===== src/rtl/alu_pipe.sv =====
// alu_pipe: two-stage pipelined ALU with valid/ready handshake,
// sticky overflow status and a wrapping completed-operation counter.
module alu_pipe #(
    parameter int WIDTH   = 32,
    parameter int COUNT_W = 16
) (
    input  logic               clk,
    input  logic               rst_n,
    input  logic               in_valid,
    output logic               in_ready,
    input  logic [WIDTH-1:0]   a,
    input  logic [WIDTH-1:0]   b,
    input  logic [2:0]         cmd,
    output logic               out_valid,
    input  logic               out_ready,
    output logic [WIDTH-1:0]   result,
    output logic               cout,
    output logic               flag,
    output logic               zero,
    output logic               ovf_sticky,
    input  logic               sticky_clr,
    output logic [COUNT_W-1:0] op_count
);
    localparam int MSB = WIDTH - 1;

    typedef enum logic [2:0] {
        CMD_ADD  = 3'b000,
        CMD_SUB  = 3'b001,
        CMD_XOR  = 3'b010,
        CMD_SLT  = 3'b011,
        CMD_AND  = 3'b100,
        CMD_NAND = 3'b101,
        CMD_NOR  = 3'b110,
        CMD_OR   = 3'b111
    } cmd_e;

    logic               s1_valid_q, s1_valid_d;
    logic [WIDTH-1:0]   a_q, a_d;
    logic [WIDTH-1:0]   b_q, b_d;
    logic [2:0]         cmd_q, cmd_d;
    logic               out_valid_q, out_valid_d;
    logic [WIDTH-1:0]   result_q, result_d;
    logic               cout_q, cout_d;
    logic               flag_q, flag_d;
    logic               zero_q, zero_d;
    logic               ovf_sticky_q, ovf_sticky_d;
    logic [COUNT_W-1:0] op_count_q, op_count_d;

    logic               s1_adv, s2_adv, out_hs;
    logic [WIDTH:0]     sum, diff;
    logic               ovf_add, ovf_sub;
    logic [WIDTH-1:0]   alu_res;
    logic               alu_cout, alu_flag;

    always_comb begin
        sum      = {1'b0, a_q} + {1'b0, b_q};
        diff     = {1'b0, a_q} + {1'b0, ~b_q} + (WIDTH+1)'(1);
        ovf_add  = (a_q[MSB] == b_q[MSB]) && (sum[MSB] != a_q[MSB]);
        ovf_sub  = (a_q[MSB] != b_q[MSB]) && (diff[MSB] != a_q[MSB]);
        alu_res  = '0;
        alu_cout = 1'b0;
        alu_flag = 1'b0;
        unique case (cmd_q)
            CMD_ADD: begin
                alu_res  = sum[WIDTH-1:0];
                alu_cout = sum[WIDTH];
                alu_flag = ovf_add;
            end
            CMD_SUB: begin
                alu_res  = diff[WIDTH-1:0];
                alu_cout = diff[WIDTH];
                alu_flag = ovf_sub;
            end
            CMD_XOR:  alu_res = a_q ^ b_q;
            // signed less-than: sign of difference corrected by overflow
            CMD_SLT:  alu_res = {{(WIDTH-1){1'b0}}, diff[MSB] ^ ovf_sub};
            CMD_AND:  alu_res = a_q & b_q;
            CMD_NAND: alu_res = ~(a_q & b_q);
            CMD_NOR:  alu_res = ~(a_q | b_q);
            CMD_OR:   alu_res = a_q | b_q;
            default:  alu_res = '0;
        endcase
    end

    always_comb begin
        s2_adv = !out_valid_q || out_ready;
        s1_adv = !s1_valid_q || s2_adv;
        out_hs = out_valid_q && out_ready;

        s1_valid_d   = s1_valid_q;
        a_d          = a_q;
        b_d          = b_q;
        cmd_d        = cmd_q;
        out_valid_d  = out_valid_q;
        result_d     = result_q;
        cout_d       = cout_q;
        flag_d       = flag_q;
        zero_d       = zero_q;
        op_count_d   = op_count_q;
        ovf_sticky_d = ovf_sticky_q;

        if (s1_adv) begin
            s1_valid_d = in_valid;
            if (in_valid) begin
                a_d   = a;
                b_d   = b;
                cmd_d = cmd;
            end
        end
        if (s2_adv) begin
            out_valid_d = s1_valid_q;
            if (s1_valid_q) begin
                result_d = alu_res;
                cout_d   = alu_cout;
                flag_d   = alu_flag;
                zero_d   = (alu_res == '0);
            end
        end
        if (out_hs) begin
            op_count_d = op_count_q + COUNT_W'(1);
        end
        // a set on this handshake outranks a simultaneous clear
        if (out_hs && flag_q) begin
            ovf_sticky_d = 1'b1;
        end else if (sticky_clr) begin
            ovf_sticky_d = 1'b0;
        end
    end

    always_ff @(posedge clk or negedge rst_n) begin
        if (!rst_n) begin
            s1_valid_q   <= 1'b0;
            a_q          <= '0;
            b_q          <= '0;
            cmd_q        <= '0;
            out_valid_q  <= 1'b0;
            result_q     <= '0;
            cout_q       <= 1'b0;
            flag_q       <= 1'b0;
            zero_q       <= 1'b0;
            ovf_sticky_q <= 1'b0;
            op_count_q   <= '0;
        end else begin
            s1_valid_q   <= s1_valid_d;
            a_q          <= a_d;
            b_q          <= b_d;
            cmd_q        <= cmd_d;
            out_valid_q  <= out_valid_d;
            result_q     <= result_d;
            cout_q       <= cout_d;
            flag_q       <= flag_d;
            zero_q       <= zero_d;
            ovf_sticky_q <= ovf_sticky_d;
            op_count_q   <= op_count_d;
        end
    end

    assign in_ready   = s1_adv;
    assign out_valid  = out_valid_q;
    assign result     = result_q;
    assign cout       = cout_q;
    assign flag       = flag_q;
    assign zero       = zero_q;
    assign ovf_sticky = ovf_sticky_q;
    assign op_count   = op_count_q;
endmodule


===== config.mk =====
export PLATFORM = sky130hd
export DESIGN_NAME = alu_pipe
export DESIGN_NICKNAME = d
export VERILOG_FILES = /design/src/rtl/alu_pipe.sv
export SDC_FILE = /design/constraint.sdc
export NUM_CORES = 1
export LEC_CHECK = 0
export BUFFER_PORTS_ARGS = -buffer_cell sky130_fd_sc_hd__buf_4
export CORE_MARGIN = 1
export CORE_UTILIZATION = 47
export DETAILED_ROUTE_END_ITERATION = 8
export PLACE_DENSITY = 0.75
export SYNTH_ARGS = -nofsm -noshare
export SYNTH_HDL_FRONTEND = slang
export SYNTH_SLANG_ARGS = --single-unit

===== constraint.sdc =====
create_clock -name clk -period 5 [get_ports clk]
set_clock_uncertainty 0.05 [all_clocks]
set_input_delay 1 -clock clk [delete_from_list [all_inputs] [get_ports clk]]
set_output_delay 1 -clock clk [all_outputs]
set_load 0.02 [all_outputs]

# Word-level counts from Yosys, hierarchy flattened
# Cells that the tools add are included.
[op_classes]
n_addsub = 4
n_eq_ne = 11
mux = 5
bitwise_logic = 7
reduce_logical = 13
[op_table]
columns = ["op", "n"]
rows = [
  ["32-bit one-hot mux with 8 select lines", 1],
  ["32-bit NOT", 3],
  ["32-bit by 32-bit adder with 33-bit output", 2],
  ["33-bit by 1-bit adder with 33-bit output, second input constant", 1],
  ["32-bit AND", 1],
  ["32-bit logical NOT", 1],
  ["32-bit OR", 1],
  ["32-bit XOR", 1],
  ["16-bit by 1-bit adder with 16-bit output, second input constant", 1],
  ["3-bit equality test, second input constant", 4],
  ["3-bit by 2-bit equality test with 1-bit output, second input constant", 2],
  ["1-bit logical AND", 4],
  ["1-bit one-hot mux with 2 select lines", 2],
  ["2-bit AND reduction", 2],
  ["3-bit by 1-bit equality test with 1-bit output, second input constant", 1],
  ["3-bit logical NOT", 1],
  ["1-bit != test", 3],
  ["1-bit logical NOT", 2],
  ["1-bit logical OR", 2],
  ["1-bit 2-to-1 mux", 2],
  ["2-bit nonzero test", 1],
  ["1-bit equality test", 1],
  ["1-bit XOR", 1],
]
[totals]
regBits = 121
inputBits = 72
output_inout_bits = 54
elab_cells = 51

# Logic depth before layout (Yosys ltp)
[logic_depth]
word_depth = 8
mapped_depth = 23
depth_no_buf = 22

# Least setup slack after synthesis
# OpenSTA, ideal clock, no wires.
[synth_path]
path_type = "reg2reg"
from = "register a_q[1]"
to = "register zero_q, in the netlist zero"
setup_time_ns = 0.076
arrival_ns = 3.661
required_ns = 4.874
path_slack_ns = 1.213
path_stages_with_launch = 23
period_less_slack_ns = 3.787
cell_sequence = "dfrtp_1 > inv_1 > ha_1 > nor2_1 > o311ai_2 > a31oi_4 > a211oi_4 > o31ai_1 > a21oi_2 > nor2_1 > nor2_1 > o21bai_1 > a21oi_1 > o21bai_1 > fa_1 > o22ai_1 > a221oi_1 > nand4_1 > nor4_1 > nand3_1 > nor4b_2 > nand4_1 > o21ai_1"
[synth_via]
elab_chain_cells = 7
word_cells_on_any_way = 13
cone_classes = "3 x add/sub; 1 x eq/ne; 1 x mux; 6 x bitwise; 2 x reduce/logical"
[synth_lines]
columns = ["item", "line_no", "source"]
rows = [
  ["from (decl)", "38", "logic [WIDTH-1:0] a_q, a_d;"],
  ["from (signal assigned)", "133", "a_q <= '0;"],
  ["from (signal assigned)", "145", "a_q <= a_d;"],
  ["32-bit by 32-bit adder with 33-bit output", "57", "diff = {1'b0, a_q} + {1'b0, ~b_q} + (WIDTH+1)'(1);"],
  ["33-bit by 1-bit adder with 33-bit output", "57", ""],
  ["1-bit != test", "59", "ovf_sub = (a_q[MSB] != b_q[MSB]) && (diff[MSB] != a_q[MSB]);"],
  ["1-bit logical AND", "59", ""],
  ["1-bit XOR", "76", "CMD_SLT: alu_res = {{(WIDTH-1){1'b0}}, diff[MSB] ^ ovf_sub};"],
  ["32-bit one-hot mux with 8 select lines (*)", "63", "unique case (cmd_q)"],
  ["32-bit logical NOT (*)", "116", "zero_d = (alu_res == '0);"],
  ["to (signal assigned)", "152", "zero_q <= zero_d;"],
  ["to (decl)", "45", "logic zero_q, zero_d;"],
]
# Every way passes the cells marked *; elsewhere a longest branch is shown, timed or not.
# A chain may end at the register's enable or synchronous reset.

# Worst setup path after layout
[layout_path]
from = "register a_q[11]"
to = "register zero_q, in the netlist zero"
# Same word-level chain as after synthesis.

==> impl_summary.md <==
Run status
The run finished, with violations left. The checks that failed: design-rule violations.

Synth
The synthesized netlist contains 87 unique library cells. Ranked by total cell area, the synthesized netlist is headed by dfrtp_1, ha_1, mux2_2. The total standard cell area after synthesis is 0.0106 mm².

The post-synthesis async set-or-reset flop share is 100%. For this run, the leading register cell type out of synthesis is dfrtp_1. When the netlist entered floorplanning its net count stood at 1376. The fraction of synthesized cell area taken by the top area cell type is 28.6%. After synthesis, the most frequently instantiated cells are dfrtp_1, ha_1, nor2_1. Each instance of the synthesized netlist takes up on average 8.78 µm².

The sequential fraction of the synthesis area is 28.6%. By instance count, the leading cell after synthesis is dfrtp_1. The number of storage elements in the synthesis netlist is 121.

The number of enable-type register cells in the synthesized netlist is 0. Synthesis produced a netlist whose cell count is 1204. The number of warnings issued by yosys is 0. Of all cell types, the one taking the most synthesized area is dfrtp_1.

Worst setup path
The critical path endpoint category is a flip-flop. The arrival time reported for the critical path endpoint is 4.84 ns. Along the worst path, the maximum fanout reaches 12.

For the worst flop-to-flop path, the logic depth is 22. The setup slack of the most critical reg-to-reg path is 0.47 ns. The nature of the critical path startpoint is a flip-flop. The kind of critical path is reg -> reg. The endpoint identified for the worst register-to-register timing path is zero$_DFFE_PN0P_.

STA puts the critical path data required time at 5.31 ns. The launching point of the worst reg2reg path is a_q[11]$_DFFE_PN0P_.

Floorplan
The region available for standard cell placement spans 0.0220 mm². The area of the die is 0.0231 mm². The top-level I/O count is 126. After floorplanning, the core was divided into 54 placement rows. The die is 152 µm wide. The initial utilization of the core area, before any placement, comes to 48.1%. The floorplan step set the die height to 152 µm.

STA
The aggregate negative setup slack is 0 ns. Of the available clock period, the critical path in the final layout requires 90.6%. The number of pins with negative max-slew slack in the final report is 0. The headroom to the max-slew limit is 13.5%. The worst setup margin is 0.472 ns.

The final hold violation count is 0. The slew at the pin with the worst max-slew slack is 1.28 ns. The final count of negative-setup-slack endpoints is 0. The final period demand of the worst path is 4.53 ns. Setup repair after global routing left no endpoint under its margin. The fmax is 0.221 GHz.

Power
Dividing total power by cell area gives a power density of 462 mW/mm². IR analysis of the VDD net gives a maximum drop of 0.248 mV. Total power for the finished layout comes to 0.00570 W. The static leakage power is 5.58 nW.

Hold path
The endpoint of the worst hold path is op_count[15]$_DFFE_PN0P_. The class of the most critical hold timing path is reg -> reg. The launch point of the worst hold path is op_count[15]$_DFFE_PN0P_.

The worst hold path cell count is 1.

Detailed routing
The overall via count from detail_route is 9639. The mean number of vias per cell is 6.05. Once detail routing completed, the nets flagged for antenna violations numbered 0. The routed design has 31000 µm of wire.

The number of detailed-route iterations in the first pass is 8. The average detailed-routed wire length per instance is 19.5 µm. The number of DRC markers after the initial detailed-route iteration is 1102. The remaining design rule violation count is 26.

CTS
The maximum count of clock buffers along a single path is 2. The insertion delay of the later-clocked pin in the worst-skew pair is 0.44 ns. The clock input transition at the sequential cells of the worst setup and hold paths is 0.07 ns. The clock tree from TritonCTS is done. Buffers inserted during clock tree synthesis total 17. The count of clock tree sinks is 121. Buffers added to address setup during post-CTS repair amount to 0.

The H-tree depth reported by CTS is 4. The quantity of hold-fixing buffers added after cts is 0. The cell sitting at the root of the clock tree is a clkbuf_16.

Final layout
The final-layout fill cell count is 2015. The utilization after layout is 56.2%. In the final layout, the share of cells above drive strength 1 is 22.9%.

Compared with the post-synthesis result, the final layout area differs by 16.7%. After the last flow step, the layout net total stands at 1471. The antenna diode count is 0. The number of cells in the finished layout apart from fillers is 1592.

Global route
The number of global-route vias before repair is 9197. The number of antenna violations at the first check in global routing was 0. Entering global routing, the biggest net connects 68 pins.

The total congestion overflow is 0. Global routing used 27.5% of the available tracks. The wire length of the first global-routing pass is 50300 µm.

Placed design
The post-detailed-placement half-perimeter wirelength is 23500 µm. The last weighted congestion value of the routability-driven placer is 0.987. The pre-CTS worst setup slack is 0.581 ns. Once placement completed, the tool counted placed cells totaling 1560. The count of port buffers added during placement is 125.

Run
The tool flagged a number of max-cap violations equal to 0.
-- cell usage in the layout (no fill, tap or decap), drive strengths merged, types with 20 or more instances in the layout --
cell	n
nor2	94
nor3	31
ha	97
dfrtp	121
o21ai	74
a21oi	80
buf	143
mux2i	32
nand2	91
mux2	90
inv	98
xnor2	58
nand3	20
-- cell type report --
class                      instances  area, µm²  share of cell area, %
clock buffer                      19        453                   3.67
clock inverter                    13        166                   1.35
inverter                          96        360                   2.92
multi-input combinational        920       6900                   55.9
sequential                       121       3030                   24.6
tap                              280        350                   2.84
timing repair buffer             143       1070                   8.70
-- cell families after synthesis --
group / count (synthesis) / synth area share, %
and+or+nand+nor: 321 / 14.5
AOI/OAI and AO/OA: 308 / 20.2
buffers and inverters: 163 / 6.17
muxes: 122 / 12.7
DFF: 121 / 28.6
adders and majority gates: 100 / 12.0
xor gates and xnor gates: 69 / 5.72
-- routing by layer --
| layer | GRT usage [%] | routed length [µm] | up-vias |
|---|---|---|---|
| met4 | 10.3 | 776 | 0 |
| met5 | 0 | 0 | - |
| li1 | - | - | 4468 |
| met2 | 42.5 | 13800 | 479 |
| met3 | 5.05 | 2800 | 62 |
| met1 | 38.1 | 13600 | 4630 |
-- worst max path at each step --
stage | depth (start not counted) | startpoint | endpoint
after global routing | 22 | a_q[20]$_DFFE_PN0P_ | zero$_DFFE_PN0P_
after floorplan | 22 | a_q[1]$_DFFE_PN0P_ | zero$_DFFE_PN0P_
after detailed placement | 22 | a_q[11]$_DFFE_PN0P_ | zero$_DFFE_PN0P_
final | 22 | a_q[11]$_DFFE_PN0P_ | zero$_DFFE_PN0P_
after CTS | 22 | a_q[11]$_DFFE_PN0P_ | zero$_DFFE_PN0P_
after global placement | 22 | a_q[11]$_DFFE_PN0P_ | zero$_DFFE_PN0P_
-- what timing repair did --
action	4_1_cts	5_1_grt
resized for setup	0	1
endpoints found under the hold margin	0	0
setup endpoints to repair	0	1
-- report_power, final --
group          internal (W)  switching [W]  total [W]
Clock              0.000814       0.000518    0.00133
Combinational       0.00117        0.00178    0.00295
Sequential          0.00121       0.000209    0.00141
-- flip-flops by register name, indices dropped and copies added (netlist names) --
name	flops
zero	1
ovf_sticky	1
b_q	32
out_valid	1
result	32
flag	1
cmd_q	3
op_count	16
s1_valid_q	1
a_q	32
cout	1
-- worst max-delay path, stage by stage (launching register included) --
cell and delay (ns):
dfrtp_1 0.40, inv_1 0.07, ha_1 0.47, or3b_2 0.27
o2111ai_1 0.10, a31oi_1 0.30, a211oi_4 0.10, o31ai_1 0.28
a21oi_2 0.14, nor2_1 0.10, nor2_1 0.05, o21bai_1 0.12
a21oi_1 0.08, o21bai_1 0.16, fa_1 0.22, o22ai_1 0.09
a221oi_1 0.32, nand4_1 0.15, nor4_1 0.22, nand3_1 0.14
nor4b_2 0.33, nand4_1 0.13, o21ai_1 0.17
-- through the flow --
stage / area, µm² / hold WS (ns)
after floorplan: 10600 / 0.421
after global routing: 12300 / 0.457
after detailed placement: 11700 / 0.411
after CTS: 12300 / 0.422
after global placement: 11700 / 0.409
final: 12300 / 0.414
No activity file was read; power rests on OpenSTA's default activity.
